### src/rtl/uart_rx_deser.sv
// -----------------------------------------------------------------------------
// uart_rx_deser
//
// UART receiver / deserializer. It oversamples the serial line with an
// external tick running at N_TICKS x baud. It aligns to the middle of the
// start bit and then samples every data bit (LSB first), the optional parity
// bit and the stop bit at their centres.
//
// Optional feature (compile-time macro):
//   UART_RX_PARITY_EN  - adds a PARITY state after the data bits and checks
//                        even parity over data + parity bit. Without the
//                        macro the frame is 8N1 and o_parity_err is tied to 0.
//
// Parameters:
//   NB_DATA      data bits per frame (default 8)
//   N_TICKS      oversampling ticks per bit period; must be even and >= 4
//
// Ports:
//   i_clk        system clock, all logic on the rising edge
//   i_reset      synchronous active-high reset
//   i_tick       one-cycle pulse at N_TICKS x baud (may be high on
//                consecutive cycles)
//   i_rx         asynchronous serial line, idles high
//   o_data       last correctly received data word
//   o_rx_done    one-cycle pulse, o_data was updated this cycle
//   o_frame_err  one-cycle pulse, the stop bit was sampled low
//   o_parity_err one-cycle pulse, parity mismatch with a valid stop bit
//   o_busy       high whenever the receiver is not in IDLE
// -----------------------------------------------------------------------------
module uart_rx_deser #(
    parameter int NB_DATA = 8,
    parameter int N_TICKS = 16
) (
    input  logic               i_clk,
    input  logic               i_reset,
    input  logic               i_tick,
    input  logic               i_rx,
    output logic [NB_DATA-1:0] o_data,
    output logic               o_rx_done,
    output logic               o_frame_err,
    output logic               o_parity_err,
    output logic               o_busy
);

    // -------------------------------------------------------------------------
    // Counter widths and compare points
    // -------------------------------------------------------------------------
    localparam int S_W = $clog2(N_TICKS);
    localparam int N_W = (NB_DATA > 1) ? $clog2(NB_DATA) : 1;

    // Half a bit period after the falling edge lands in the middle of the
    // start bit; every later sample is a full bit period after that.
    localparam logic [S_W-1:0] S_MID  = S_W'(N_TICKS / 2 - 1);
    localparam logic [S_W-1:0] S_LAST = S_W'(N_TICKS - 1);
    localparam logic [N_W-1:0] N_LAST = N_W'(NB_DATA - 1);

    typedef enum logic [2:0] {
        ST_IDLE,
        ST_START,
        ST_DATA,
`ifdef UART_RX_PARITY_EN
        ST_PARITY,
`endif
        ST_STOP,
        ST_WAIT_HIGH
    } state_e;

    // -------------------------------------------------------------------------
    // State
    // -------------------------------------------------------------------------
    logic               rx_meta_q;
    logic               rx_sync_q;

    state_e             state_q, state_d;
    logic [S_W-1:0]     s_q, s_d;
    logic [N_W-1:0]     n_q, n_d;
    logic [NB_DATA-1:0] shreg_q, shreg_d;

    logic [NB_DATA-1:0] data_q, data_d;
    logic               done_q, done_d;
    logic               ferr_q, ferr_d;

`ifdef UART_RX_PARITY_EN
    logic               par_q, par_d;
    logic               perr_q, perr_d;
`endif

    // Centre of the stop bit: the single point where a frame is resolved.
    logic stop_sample;
    logic parity_ok;

    assign stop_sample = (state_q == ST_STOP) && i_tick && (s_q == S_LAST);

`ifdef UART_RX_PARITY_EN
    // Even parity: data bits plus the parity bit must hold an even number of 1s.
    assign parity_ok = ~(^{shreg_q, par_q});
`else
    assign parity_ok = 1'b1;
`endif

    // -------------------------------------------------------------------------
    // Process 1: state register (includes the input synchronizer)
    // -------------------------------------------------------------------------
    // NOTE: sequential state uses non-blocking assignments only, so every
    // register samples its pre-edge value regardless of statement order.
    always_ff @(posedge i_clk) begin
        if (i_reset) begin
            // The synchronizer resets to the idle line level so that leaving
            // reset never looks like a falling edge.
            rx_meta_q <= 1'b1;
            rx_sync_q <= 1'b1;
            state_q   <= ST_IDLE;
            s_q       <= '0;
            n_q       <= '0;
            shreg_q   <= '0;
            data_q    <= '0;
            done_q    <= 1'b0;
            ferr_q    <= 1'b0;
`ifdef UART_RX_PARITY_EN
            par_q     <= 1'b0;
            perr_q    <= 1'b0;
`endif
        end else begin
            rx_meta_q <= i_rx;
            rx_sync_q <= rx_meta_q;
            state_q   <= state_d;
            s_q       <= s_d;
            n_q       <= n_d;
            shreg_q   <= shreg_d;
            data_q    <= data_d;
            done_q    <= done_d;
            ferr_q    <= ferr_d;
`ifdef UART_RX_PARITY_EN
            par_q     <= par_d;
            perr_q    <= perr_d;
`endif
        end
    end

    // -------------------------------------------------------------------------
    // Process 2: next-state and datapath logic
    // -------------------------------------------------------------------------
    // NOTE: every signal driven here gets a default first; a path that leaves
    // one unassigned would infer a latch.
    always_comb begin
        state_d = state_q;
        s_d     = s_q;
        n_d     = n_q;
        shreg_d = shreg_q;
`ifdef UART_RX_PARITY_EN
        par_d   = par_q;
`endif

        case (state_q)
            ST_IDLE: begin
                // The start edge is taken on any cycle, with or without a tick.
                if (!rx_sync_q) begin
                    state_d = ST_START;
                    s_d     = '0;
                end
            end

            ST_START: begin
                if (i_tick) begin
                    if (s_q == S_MID) begin
                        s_d = '0;
                        if (!rx_sync_q) begin
                            state_d = ST_DATA;
                            n_d     = '0;
                        end else begin
                            // Line went back high before mid-bit: a glitch.
                            state_d = ST_IDLE;
                        end
                    end else begin
                        s_d = s_q + 1'b1;
                    end
                end
            end

            ST_DATA: begin
                if (i_tick) begin
                    if (s_q == S_LAST) begin
                        s_d = '0;
                        // LSB arrives first, so shift in from the top.
                        shreg_d = {rx_sync_q, shreg_q[NB_DATA-1:1]};
                        if (n_q == N_LAST) begin
`ifdef UART_RX_PARITY_EN
                            state_d = ST_PARITY;
`else
                            state_d = ST_STOP;
`endif
                        end else begin
                            n_d = n_q + 1'b1;
                        end
                    end else begin
                        s_d = s_q + 1'b1;
                    end
                end
            end

`ifdef UART_RX_PARITY_EN
            ST_PARITY: begin
                if (i_tick) begin
                    if (s_q == S_LAST) begin
                        s_d     = '0;
                        par_d   = rx_sync_q;
                        state_d = ST_STOP;
                    end else begin
                        s_d = s_q + 1'b1;
                    end
                end
            end
`endif

            ST_STOP: begin
                if (i_tick) begin
                    if (s_q == S_LAST) begin
                        s_d = '0;
                        // A low stop bit may be the start of a break; wait for
                        // the line to return high so it reports only once.
                        state_d = rx_sync_q ? ST_IDLE : ST_WAIT_HIGH;
                    end else begin
                        s_d = s_q + 1'b1;
                    end
                end
            end

            ST_WAIT_HIGH: begin
                if (rx_sync_q) begin
                    state_d = ST_IDLE;
                end
            end

            default: begin
                state_d = ST_IDLE;
                s_d     = '0;
                n_d     = '0;
            end
        endcase
    end

    // -------------------------------------------------------------------------
    // Process 3: output logic
    // -------------------------------------------------------------------------
    // The three status pulses are decided at the stop-bit sample and
    // registered. A frame error wins over a parity error, so at most one pulse
    // fires per frame.
    always_comb begin
        data_d = data_q;
        done_d = 1'b0;
        ferr_d = 1'b0;
`ifdef UART_RX_PARITY_EN
        perr_d = 1'b0;
`endif

        if (stop_sample) begin
            if (!rx_sync_q) begin
                ferr_d = 1'b1;
            end else if (!parity_ok) begin
`ifdef UART_RX_PARITY_EN
                perr_d = 1'b1;
`endif
            end else begin
                done_d = 1'b1;
                data_d = shreg_q;
            end
        end

        o_busy = (state_q != ST_IDLE);
    end

    assign o_data      = data_q;
    assign o_rx_done   = done_q;
    assign o_frame_err = ferr_q;

`ifdef UART_RX_PARITY_EN
    assign o_parity_err = perr_q;
`else
    assign o_parity_err = 1'b0;
`endif

endmodule

### config.mk
export PLATFORM = sky130hd
export DESIGN_NAME = uart_rx_deser
export DESIGN_NICKNAME = d
export VERILOG_FILES = /design/src/rtl/uart_rx_deser.sv
export SDC_FILE = /design/constraint.sdc
export NUM_CORES = 1
export LEC_CHECK = 0
export ABC_AREA = 1
export BUFFER_PORTS_ARGS = -buffer_cell sky130_fd_sc_hd__buf_2
export CAP_MARGIN = 10
export CORE_ASPECT_RATIO = 0.75
export CORE_MARGIN = 2
export CORE_UTILIZATION = 50
export CTS_BUF_LIST = sky130_fd_sc_hd__clkbuf_8 sky130_fd_sc_hd__clkbuf_16
export DETAILED_ROUTE_END_ITERATION = 10
export PLACE_DENSITY_LB_ADDON = 0.3
export SLEW_MARGIN = 30
export SYNTH_ARGS = -nofsm -noshare
export SYNTH_HDL_FRONTEND = slang
export SYNTH_SLANG_ARGS = --single-unit
### constraint.sdc
create_clock -name i_clk -period 4.04 [get_ports i_clk]
set_clock_uncertainty 0.05 [all_clocks]
set_input_delay 0.202 -clock i_clk [delete_from_list [all_inputs] [get_ports i_clk]]
set_output_delay 0.202 -clock i_clk [all_outputs]
set_load 0.005 [all_outputs]
# Word level (Yosys, flattened, before mapping)
# Index checks and enable logic that the tools add are counted.
[totals]
reg_bits = 30
latchBits = 0
ram_bits = 0
mem_bits_ro = 0
inputBits = 4
output_inout_bits = 12
wordCells = 72
n_memories = 0
[classes]
addsub = 2
mul = 0
n_div = 0
n_lt_le_gt_ge = 0
n_eq_ne = 19
n_shift = 0
mux = 27
n_bitwise = 3
n_reduce_logical = 12
[op_table]
columns = ["operator", "n"]
rows = [
  ["$mux 3", 16],
  ["$mux 4", 5],
  ["$ne 2x2->1 const B", 10],
  ["$pmux 4 s4", 1],
  ["$pmux 3 s5", 1],
  ["$pmux 3 s3", 1],
  ["$reduce_and 9->1", 1],
  ["$reduce_and 7->1", 1],
  ["$eq 3x2->1 const B", 2],
  ["$eq 3x3->1 const B", 2],
  ["$add 4x1->4 const B", 1],
  ["$eq 4x3->1 const B", 1],
  ["$eq 4x4->1 const B", 1],
  ["$ne 2x1->1 const B", 2],
  ["$reduce_and 4->1", 1],
  ["$reduce_or 2->1", 2],
  ["$add 3x1->3 const B", 1],
  ["$eq 3x1->1 const B", 1],
  ["$logic_not 3->1", 1],
  ["$not 1->1", 3],
  ["$reduce_and 3->1", 1],
  ["$reduce_bool 3->1", 1],
  ["$reduce_or 3->1", 1],
  ["$logic_and 1x1->1", 2],
  ["3 further kinds", 4],
]

# Logic depth before layout (Yosys ltp)
# Gate-level depths: netlist (run 1).
[depth]
word_depth = 5
depth_mapped = 10
mapped_depth_nobuf = 10

# Worst setup path after synthesis (run 1)
# No wires, ideal clock.
[synth_timing]
kind = "reg2reg"
startpoint = "register n_q[0]"
endpoint = "register n_q[0]"
setup_time_ns = 0.115
arrival_time_ns = 1.221
required_time_ns = 3.875
slack_ns = 2.654
stages_incl_launch_ff = 11
path_buffers = 0
synth_period_minus_slack_ns = 1.386
path_cell_list = "dfxtp_1 ha_1 ha_1 inv_1 nand2_1 nand3_1 nand2_1 nor2_2 nand3_1 nand2_1 nor2_1"
[synth_via]
elab_chain_cells = 5
elab_cells_between_ends = 8
classes_between = "1 x add/sub; 2 x eq/ne; 4 x mux; 1 x reduce/logical"
[synth_rtl]
columns = ["item", "line", "text"]
rows = [
  ["from (decl)", "76", "logic [N_W-1:0] n_q, n_d;"],
  ["from (signal assigned)", "128", "n_q <= n_d;"],
  ["$add 3x1->3", "193", "n_d = n_q + 1'b1;"],
  ["$mux 3", "186", "if (n_q == N_LAST) begin"],
  ["$mux 3", "182", "if (s_q == S_LAST) begin"],
  ["$mux 3", "181", "if (i_tick) begin"],
  ["$pmux 3 s3", "154", "case (state_q)"],
]
# Several ways; a longest one is shown, not always the timed one. The select of a mux whose other input is x is not followed.
# A chain may end at the register's enable or synchronous reset.

# Worst setup path in the final report (run 1)
[layout_timing]
startpoint = "register s_q[0]"
endpoint = "register state_q[0]"
[layout_via]
elab_chain_cells = 3
elab_cells_between_ends = 6
classes_between = "5 x eq/ne; 1 x reduce/logical"
[layout_rtl]
columns = ["item", "line", "text"]
rows = [
  ["from (decl)", "75", "logic [S_W-1:0] s_q, s_d;"],
  ["from (signal assigned)", "113", "s_q <= '0;"],
  ["from (signal assigned)", "127", "s_q <= s_d;"],
  ["$eq 4x4->1 / $eq 4x3->1 (equally long branches)", "182, 217, 165", ""],
  ["$ne 2x2->1 (no line) / $ne 2x1->1 (equally long branches)", "--", ""],
  ["$reduce_and 9->1 (no line) *", "--", ""],
  ["to (signal assigned)", "126", "state_q <= state_d;"],
  ["to (decl)", "74", "state_e state_q, state_d;"],
]
# Every way passes the cells marked *; elsewhere a longest branch is shown, timed or not.

==> impl_metrics.py, run 1 <==
metrics = {
    "worst_setup_path": {
        "timing.critical_path.to": "state_q[0]$_SDFFE_PP0P_",
        "regToRegSetupSlack_ps": 2460,
        "timing.critical_path.fanout_max": 9,
        "critical_path.endpoint_type": "register",
        "launch_instance_of_the_worst_register_to_register_path": "s_q[0]$_SDFFE_PP0P_",
        "worstPathArrival_ps": 1760,
        "startpoint": "s_q[0]$_SDFFE_PP0P_",
        "timing.setup.critical_path_class": "reg2reg",
        "cp.required_ps": 4210,
        "critical_path.startpoint_type": "register",
        "reg2reg_to": "state_q[0]$_SDFFE_PP0P_",
        "worst_r2r_path_depth": 9,
    },
    "logic_synthesis": {
        "yosys-top-cells-count": "sky130_fd_sc_hd__nand2_1, sky130_fd_sc_hd__nor2_1, sky130_fd_sc_hd__dfxtp_1, sky130_fd_sc_hd__a21oi_1, sky130_fd_sc_hd__inv_1",
        "post_synthesis_instance_area_um2": 1390,
        "synth-async-reset-ratio_pct": 0,
        "synth.distinct_cells": 22,
        "synth_nets": 200,
        "sequential_cell_area_fraction_in_the_yosys_report_pct": 43.3,
        "synthCells": 193,
        "synth_top_area_share_pct": 43.3,
        "ys.flop_type": "sky130_fd_sc_hd__dfxtp_1",
        "post-synth-top-count-cell": "sky130_fd_sc_hd__nand2_1",
        "syn_avg_cell_area_um2": 7.19,
        "library_cell_with_the_largest_summed_area_after_synthesis": "sky130_fd_sc_hd__dfxtp_1",
        "yosys-top-cells-area": "sky130_fd_sc_hd__dfxtp_1, sky130_fd_sc_hd__nand2_1, sky130_fd_sc_hd__nor2_1",
        "synth_edf_count": 0,
        "synthesis.yosys.warnings": 0,
        "synth_seq_cells": 30,
    },
    "floorplan": {
        "die_width_um": 64.8,
        "row_count": 16,
        "effective_utilization_at_floorplan_pct": 52.9,
        "io_pins": 16,
        "die_area_um2": 3220,
        "die_h_um": 49.6,
        "placeable_core_area_um2": 2620,
    },
    "timing": {
        "unrepaired_setup_endpoints_after_global_routing": "false",
        "maxClockFrequency_ghz": 0.632,
        "post-route-min-period_ps": 1580,
        "totalNegativeSetupSlack_ps": 0,
        "fin_crit_sh_pct": 39.2,
        "finalMaxSlewViolations": 0,
        "hold_viol": 0,
        "setup-violations-final": 0,
    },
    "place": {
        "io_buffers": 14,
        "placement.cell_area_um2": 1490,
        "gp_routability_congestion": 0.924,
        "hpwlAfterDp_um": 2030,
    },
    "power": {
        "power.internal_w": 0.000529,
        "pwr-share-seq_pct": 42.5,
        "netSwitchingPower_w": 0.000284,
        "overall_power_after_layout_w": 0.000813,
        "worst_ir_drop_vdd_v": 0.000305,
        "pwr_density_cell_nw_per_um2": 515,
        "p_clk_share_pct": 29.9,
        "sw_frac_of_total_pct": 34.9,
        "power_frac_comb_pct": 27.6,
        "total_leakage_power_nw": 0.715,
    },
    "grt": {
        "grt_pass1_wl_um": 4730,
        "grt_usage_pct": 19.5,
        "global_route.overflow_total": 0,
        "number_of_antenna_violations_at_the_first_check_in_global_routing": 0,
        "vias_in_the_first_global_route": 1135,
        "gr-usage-met1_pct": 24.7,
        "globalRouteMet3Util_pct": 7.53,
        "grt_use_met2_pct": 28.2,
        "grt_start_max_net_pins": 18,
        "busiest_layer": "met2",
    },
    "cells_and_area": {
        "nets": 218,
        "antenna_cells_inserted": 0,
        "post-route-cell-area_um2": 1580,
        "layout-drive-gt1-share_pct": 19.8,
        "syn_to_final_growth_pct": 13.8,
    },
    "drt": {
        "drc": 0,
        "route.detailed.wl_per_inst_um": 11.0,
        "dr.first_iter.drc_count": 75,
        "drt.antenna.violating_nets": 0,
        "postRouteWirelength_um": 2720,
        "vias_per_cell": 4.98,
        "detailroute.via_count": 1236,
        "drt-pass1-iter-count": 4,
    },
    "clocking": {
        "cts_made_buffers": 5,
        "cts_hold_repair.buffers": 0,
        "cts-resized-gates": 0,
        "skew_pair_late_insertion_delay_ps": 280,
        "cts_htree_levels": 2,
        "cts_root_buffer": "sky130_fd_sc_hd__clkbuf_8",
        "tritoncts": "built",
        "numClockSinks": 30,
        "clk_path_buf_depth": 2,
        "postCtsSetupRepairBufs": 0,
        "path_clk_slew_ps": 60,
    },
    "run": {
        "max_cap_viols": 0,
    },
    "min_path": {
        "hold_path.class": "in2reg",
    },
    "run_status": {
        "result_of_the_run": "finished, final reports clean",
    },
}
-- state kept, by name, summed over array words and instances, names as in the netlist --
register / flops
o_data: 8
shreg_q: 8
s_q: 4
n_q: 3
state_q: 3
o_frame_err: 1
o_rx_done: 1
rx_meta_q: 1
rx_sync_q: 1
-- cells by family after synthesis --
| kind of cell | count (synthesis) | share of synthesized area [%] |
|---|---|---|
| buffers and inverters | 22 | 6.22 |
| DFF | 30 | 43.3 |
| adders and majority gates | 3 | 2.71 |
| AOI/OAI and AO/OA | 32 | 11.5 |
| xor gates and xnor gates | 1 | 0.631 |
| and+or+nand+nor | 104 | 35.3 |
| other | 1 | 0.270 |
-- per-stage QoR --
step	worst slack (ps)	cells	hold WS, ps	utilization (%)
6_report	2460	248	60.6	60.2
5_1_grt	2270	248	49.0	60.2
4_1_cts	2470	248	61.1	60.2
3_5_place_dp	2490	240	347	56.7
3_3_place_gp	2520	240	340	56.7
2_1_floorplan	2650	193	229	-
-- placed cells by master (no fill, tap or decap) --
master	netlist	final
sky130_fd_sc_hd__o21ai_1	2	2
sky130_fd_sc_hd__xor2_1	1	1
sky130_fd_sc_hd__nand3_2	2	2
sky130_fd_sc_hd__nor2_4	4	4
sky130_fd_sc_hd__inv_2	5	5
sky130_fd_sc_hd__inv_1	14	15
sky130_fd_sc_hd__or2_2	2	2
sky130_fd_sc_hd__nand2_1	40	40
sky130_fd_sc_hd__nor4_1	1	1
sky130_fd_sc_hd__conb_1	1	1
sky130_fd_sc_hd__nand3_1	12	12
sky130_fd_sc_hd__a21oi_1	19	19
sky130_fd_sc_hd__clkinv_2	0	1
sky130_fd_sc_hd__nand2_2	4	4
sky130_fd_sc_hd__nor2_1	34	34
sky130_fd_sc_hd__nor3_1	1	1
sky130_fd_sc_hd__buf_2	0	14
sky130_fd_sc_hd__ha_1	3	3
sky130_fd_sc_hd__nor2_8	1	1
sky130_fd_sc_hd__o21ai_0	11	11
sky130_fd_sc_hd__dfxtp_1	30	30
sky130_fd_sc_hd__clkbuf_8	0	6
sky130_fd_sc_hd__nor2_2	3	3
-- power groups by stage --
stage	clock network [W]	registers (W)	logic, W
3_3_place_gp	0	0.000350	0.000214
3_5_place_dp	0	0.000351	0.000221
4_1_cts	0.000246	0.000345	0.000222
5_1_grt	0.000262	0.000349	0.000255
2_1_floorplan	0	0.000345	0.000181
6_report	0.000243	0.000345	0.000224
-- layout make-up --
type / count / area (um^2)
clock buffers: 6 / 82.6
repair buffers: 14 / 70.1
fillers: 243 / 1040
well taps: 36 / 45.0
multi-input cells: 141 / 701
inverters: 19 / 71.3
flip-flops and latches: 30 / 601
clock inverters: 2 / 8.76
-- worst max-delay path, stage by stage, from the launching register on --
cell	delay [ps]
sky130_fd_sc_hd__dfxtp_1	380
sky130_fd_sc_hd__ha_1	250
sky130_fd_sc_hd__nand3_2	120
sky130_fd_sc_hd__nand2_1	120
sky130_fd_sc_hd__inv_2	50
sky130_fd_sc_hd__nor2_4	200
sky130_fd_sc_hd__nand3_2	120
sky130_fd_sc_hd__nand2_1	80
sky130_fd_sc_hd__nand2_1	50
sky130_fd_sc_hd__nor2_1	90
-- worst min path at each step --
stage / slack (ps) / endpoint / from / cells past startpoint
after detailed placement: 350 / rx_sync_q$_SDFF_PP1_ / rx_meta_q$_SDFF_PP1_ / 1
after global routing: 50 / rx_meta_q$_SDFF_PP1_ / i_rx / 2
after global placement: 340 / rx_meta_q$_SDFF_PP1_ / i_rx / 2
after floorplan: 230 / o_frame_err$_SDFF_PP0_ / i_reset / 1
final: 60 / rx_meta_q$_SDFF_PP1_ / i_rx / 2
after CTS: 60 / rx_meta_q$_SDFF_PP1_ / i_rx / 2
-- layer usage --
| layer | vias up | wire [um] |
|---|---|---|
| met5 | - | 0 |
| met4 | 0 | 60 |
| met3 | 8 | 182 |
| met2 | 39 | 1170 |
| met1 | 540 | 1310 |
| li1 | 649 | - |
Note: power is estimated with default switching activity, not from simulation.
==> run 2: changes to the inputs <==
==> constraint.sdc (replaced) <==
create_clock -name i_clk -period 1.4 [get_ports i_clk]
set_clock_uncertainty 0.05 [all_clocks]
set_input_delay 0.07 -clock i_clk [delete_from_list [all_inputs] [get_ports i_clk]]
set_output_delay 0.07 -clock i_clk [all_outputs]
set_load 0.005 [all_outputs]
==> run 2 against run 1 <==
Net effect:
- the flow now finishes with violations (setup timing)
- wire length is 28% higher
- utilization up 11 points
- clock power grew to 3.0 times the previous value
- setup slack got worse by 2500 ps
- first-iteration DRC count shrank 11%
- sequential share of layout area is 5.5 points lower
- die area stayed put
- maximum frequency is 11% higher
- register-to-register slack got worse by 2500 ps
- critical path type unchanged
- largest cell class unchanged
- highest routed layer unchanged
==> impl_metrics.py, run 2 (synthesis gave the netlist of run 1 again) <==
metrics = {
    "floorplan": {
        "row_count": 16,
        "effective_utilization_at_floorplan_pct": 52.9,
        "placeable_core_area_um2": 2620,
        "die_width_um": 64.8,
        "die_h_um": 49.6,
        "die_area_um2": 3220,
        "io_pins": 16,
    },
    "timing": {
        "post-route-min-period_ps": 1420,
        "unrepaired_setup_endpoints_after_global_routing": "true",
        "fin_crit_sh_pct": 101,
        "holdWs_ps": 70.1,
        "finalMaxSlewViolations": 0,
        "maxClockFrequency_ghz": 0.705,
        "setup-violations-final": 5,
        "hold_viol": 0,
        "final_critical_path_setup_slack_ps": -18.8,
    },
    "grt": {
        "grt_pass1_wl_um": 5480,
        "global_route.overflow_total": 0,
        "vias_in_the_first_global_route": 1262,
        "grt_usage_pct": 22.4,
        "grt_start_max_net_pins": 18,
        "number_of_antenna_violations_at_the_first_check_in_global_routing": 0,
    },
    "run": {
        "max_cap_viols": 0,
    },
    "clocking": {
        "cts_made_buffers": 5,
        "cts_root_buffer": "sky130_fd_sc_hd__clkbuf_8",
        "numClockSinks": 30,
        "skew_pair_late_insertion_delay_ps": 290,
        "cts_htree_levels": 2,
        "tritoncts": "built",
        "path_clk_slew_ps": 70,
        "clk_path_buf_depth": 2,
    },
    "power": {
        "total_leakage_power_nw": 0.812,
        "pwr_density_cell_nw_per_um2": 1430,
        "worst_ir_drop_vdd_v": 0.000977,
    },
    "cells_and_area": {
        "syn_to_final_growth_pct": 35.5,
        "nets": 234,
        "multi_input_comb_area_um2": 872,
        "layout.filler_cells": 192,
        "layout-drive-gt1-share_pct": 40.8,
        "final_common_cell": "sky130_fd_sc_hd__nand2_1",
        "antenna_cells_inserted": 0,
        "seqCellArea_um2": 612,
        "layout.cells.most_common_list": "sky130_fd_sc_hd__nand2_1, sky130_fd_sc_hd__nor2_1, sky130_fd_sc_hd__dfxtp_1, sky130_fd_sc_hd__a21oi_1, sky130_fd_sc_hd__buf_2",
    },
    "drt": {
        "route.detailed.wl_per_inst_um": 13.2,
        "drt.antenna.violating_nets": 0,
        "drc": 0,
        "dr.first_iter.drc_count": 67,
        "detailroute.via_count": 1377,
        "drt-pass1-iter-count": 4,
        "vias_per_cell": 5.22,
        "postRouteWirelength_um": 3490,
    },
    "worst_setup_path": {
        "critical_path.startpoint_type": "register",
        "timing.setup.critical_path_class": "reg2reg",
        "timing.critical_path.fanout_max": 5,
        "critical_path_top_delay_cell": "sky130_fd_sc_hd__dfxtp_2",
        "cp.required_ps": 1530,
        "worstPathArrival_ps": 1550,
        "critical_path.endpoint_type": "register",
        "worst-path-buf-inv": 2,
        "top_family_by_delay_on_critical_path": "simple AND/OR/NAND/NOR gates",
        "critical_path.max_stage_delay_ps": 350,
        "crit_chain": "ha_4 > nand3_4 > nand2_2 > inv_2 > nor2_4 > buf_4 > nand3_1 > nand2_1 > nor2_1",
    },
    "place": {
        "io_buffers": 14,
        "hpwlAfterDp_um": 2200,
        "dpl_worst_slack_ps": -110,
        "gp_routability_congestion": 0.959,
    },
    "run_status": {
        "failing_checks": "setup timing",
        "result_of_the_run": "complete, but fails checks",
    },
    "min_path": {
        "hold_path.class": "in2reg",
    },
}
==> run 2: what timing repair did <==
action                                  4_1_cts  5_1_grt
endpoints found under the setup margin       16       27
gates resized for setup                      19       30
setup buffers                                 0        4
endpoints found under the hold margin         1        0
hold buffers                                  1        0
pin swaps                                    12       14
cloned                                        2        0
==> run 2: layout make-up <==
type / instances / area share [%]
multi-input combinational: 143 / 46.4
clock buffer: 6 / 4.39
tap: 36 / 2.40
timing repair buffer: 28 / 9.45
sequential: 30 / 32.5
clock inverter: 2 / 0.665
inverter: 19 / 4.19
==> run 2: worst reg2reg max path, cell delays in order (launching register included) <==
cell and delay (ps):
sky130_fd_sc_hd__dfxtp_2 350, sky130_fd_sc_hd__ha_4 170, sky130_fd_sc_hd__nand3_4 100, sky130_fd_sc_hd__nand2_2 90, sky130_fd_sc_hd__inv_2 50, sky130_fd_sc_hd__nor2_4 170, sky130_fd_sc_hd__buf_4 140, sky130_fd_sc_hd__nand3_1 60
sky130_fd_sc_hd__nand2_1 70, sky130_fd_sc_hd__nor2_1 50
==> run 2: power breakdown <==
part           internal (W)  switching (W)  leakage (nW)
Clock              0.000394       0.000342        0.0472
Combinational      0.000371       0.000571         0.519
Sequential         0.000928      0.0000843         0.246
==> run 2: worst paths after layout <==
path	slack, ps	start	depth (start not counted)	to
worst min register to register	360	rx_meta_q$_SDFF_PP1_	1	rx_sync_q$_SDFF_PP1_
worst max-delay path	-20	s_q[0]$_SDFFE_PP0P_	9	n_q[0]$_SDFFE_PP0P_
worst max register to register	-20	s_q[0]$_SDFFE_PP0P_	9	n_q[0]$_SDFFE_PP0P_
worst min-delay path	70	i_reset	2	s_q[1]$_SDFFE_PP0P_
==> run 2: metrics by stage <==
stage	total power (W)	cell area [um^2]	TNS, ps	instances	utilization, %
floorplan	0.00152	1390	0	193	-
global placement	0.00169	1560	-371	249	59.3
detailed placement	0.00172	1560	-1080	249	59.3
CTS	0.00253	1760	-81.8	260	67.0
global route	0.00284	1880	-1100	264	71.7
finish	0.00269	1880	-50.1	264	71.7
==> run 2: routing by layer <==
| metal | vias to the layer above | track usage [%] | routed length, um |
|---|---|---|---|
| met5 | - | 0 | 0 |
| met4 | 0 | 13.5 | 77 |
| met3 | 9 | 6.16 | 179 |
| met2 | 46 | 33.0 | 1660 |
| met1 | 638 | 29.2 | 1570 |
| li1 | 684 | - | - |
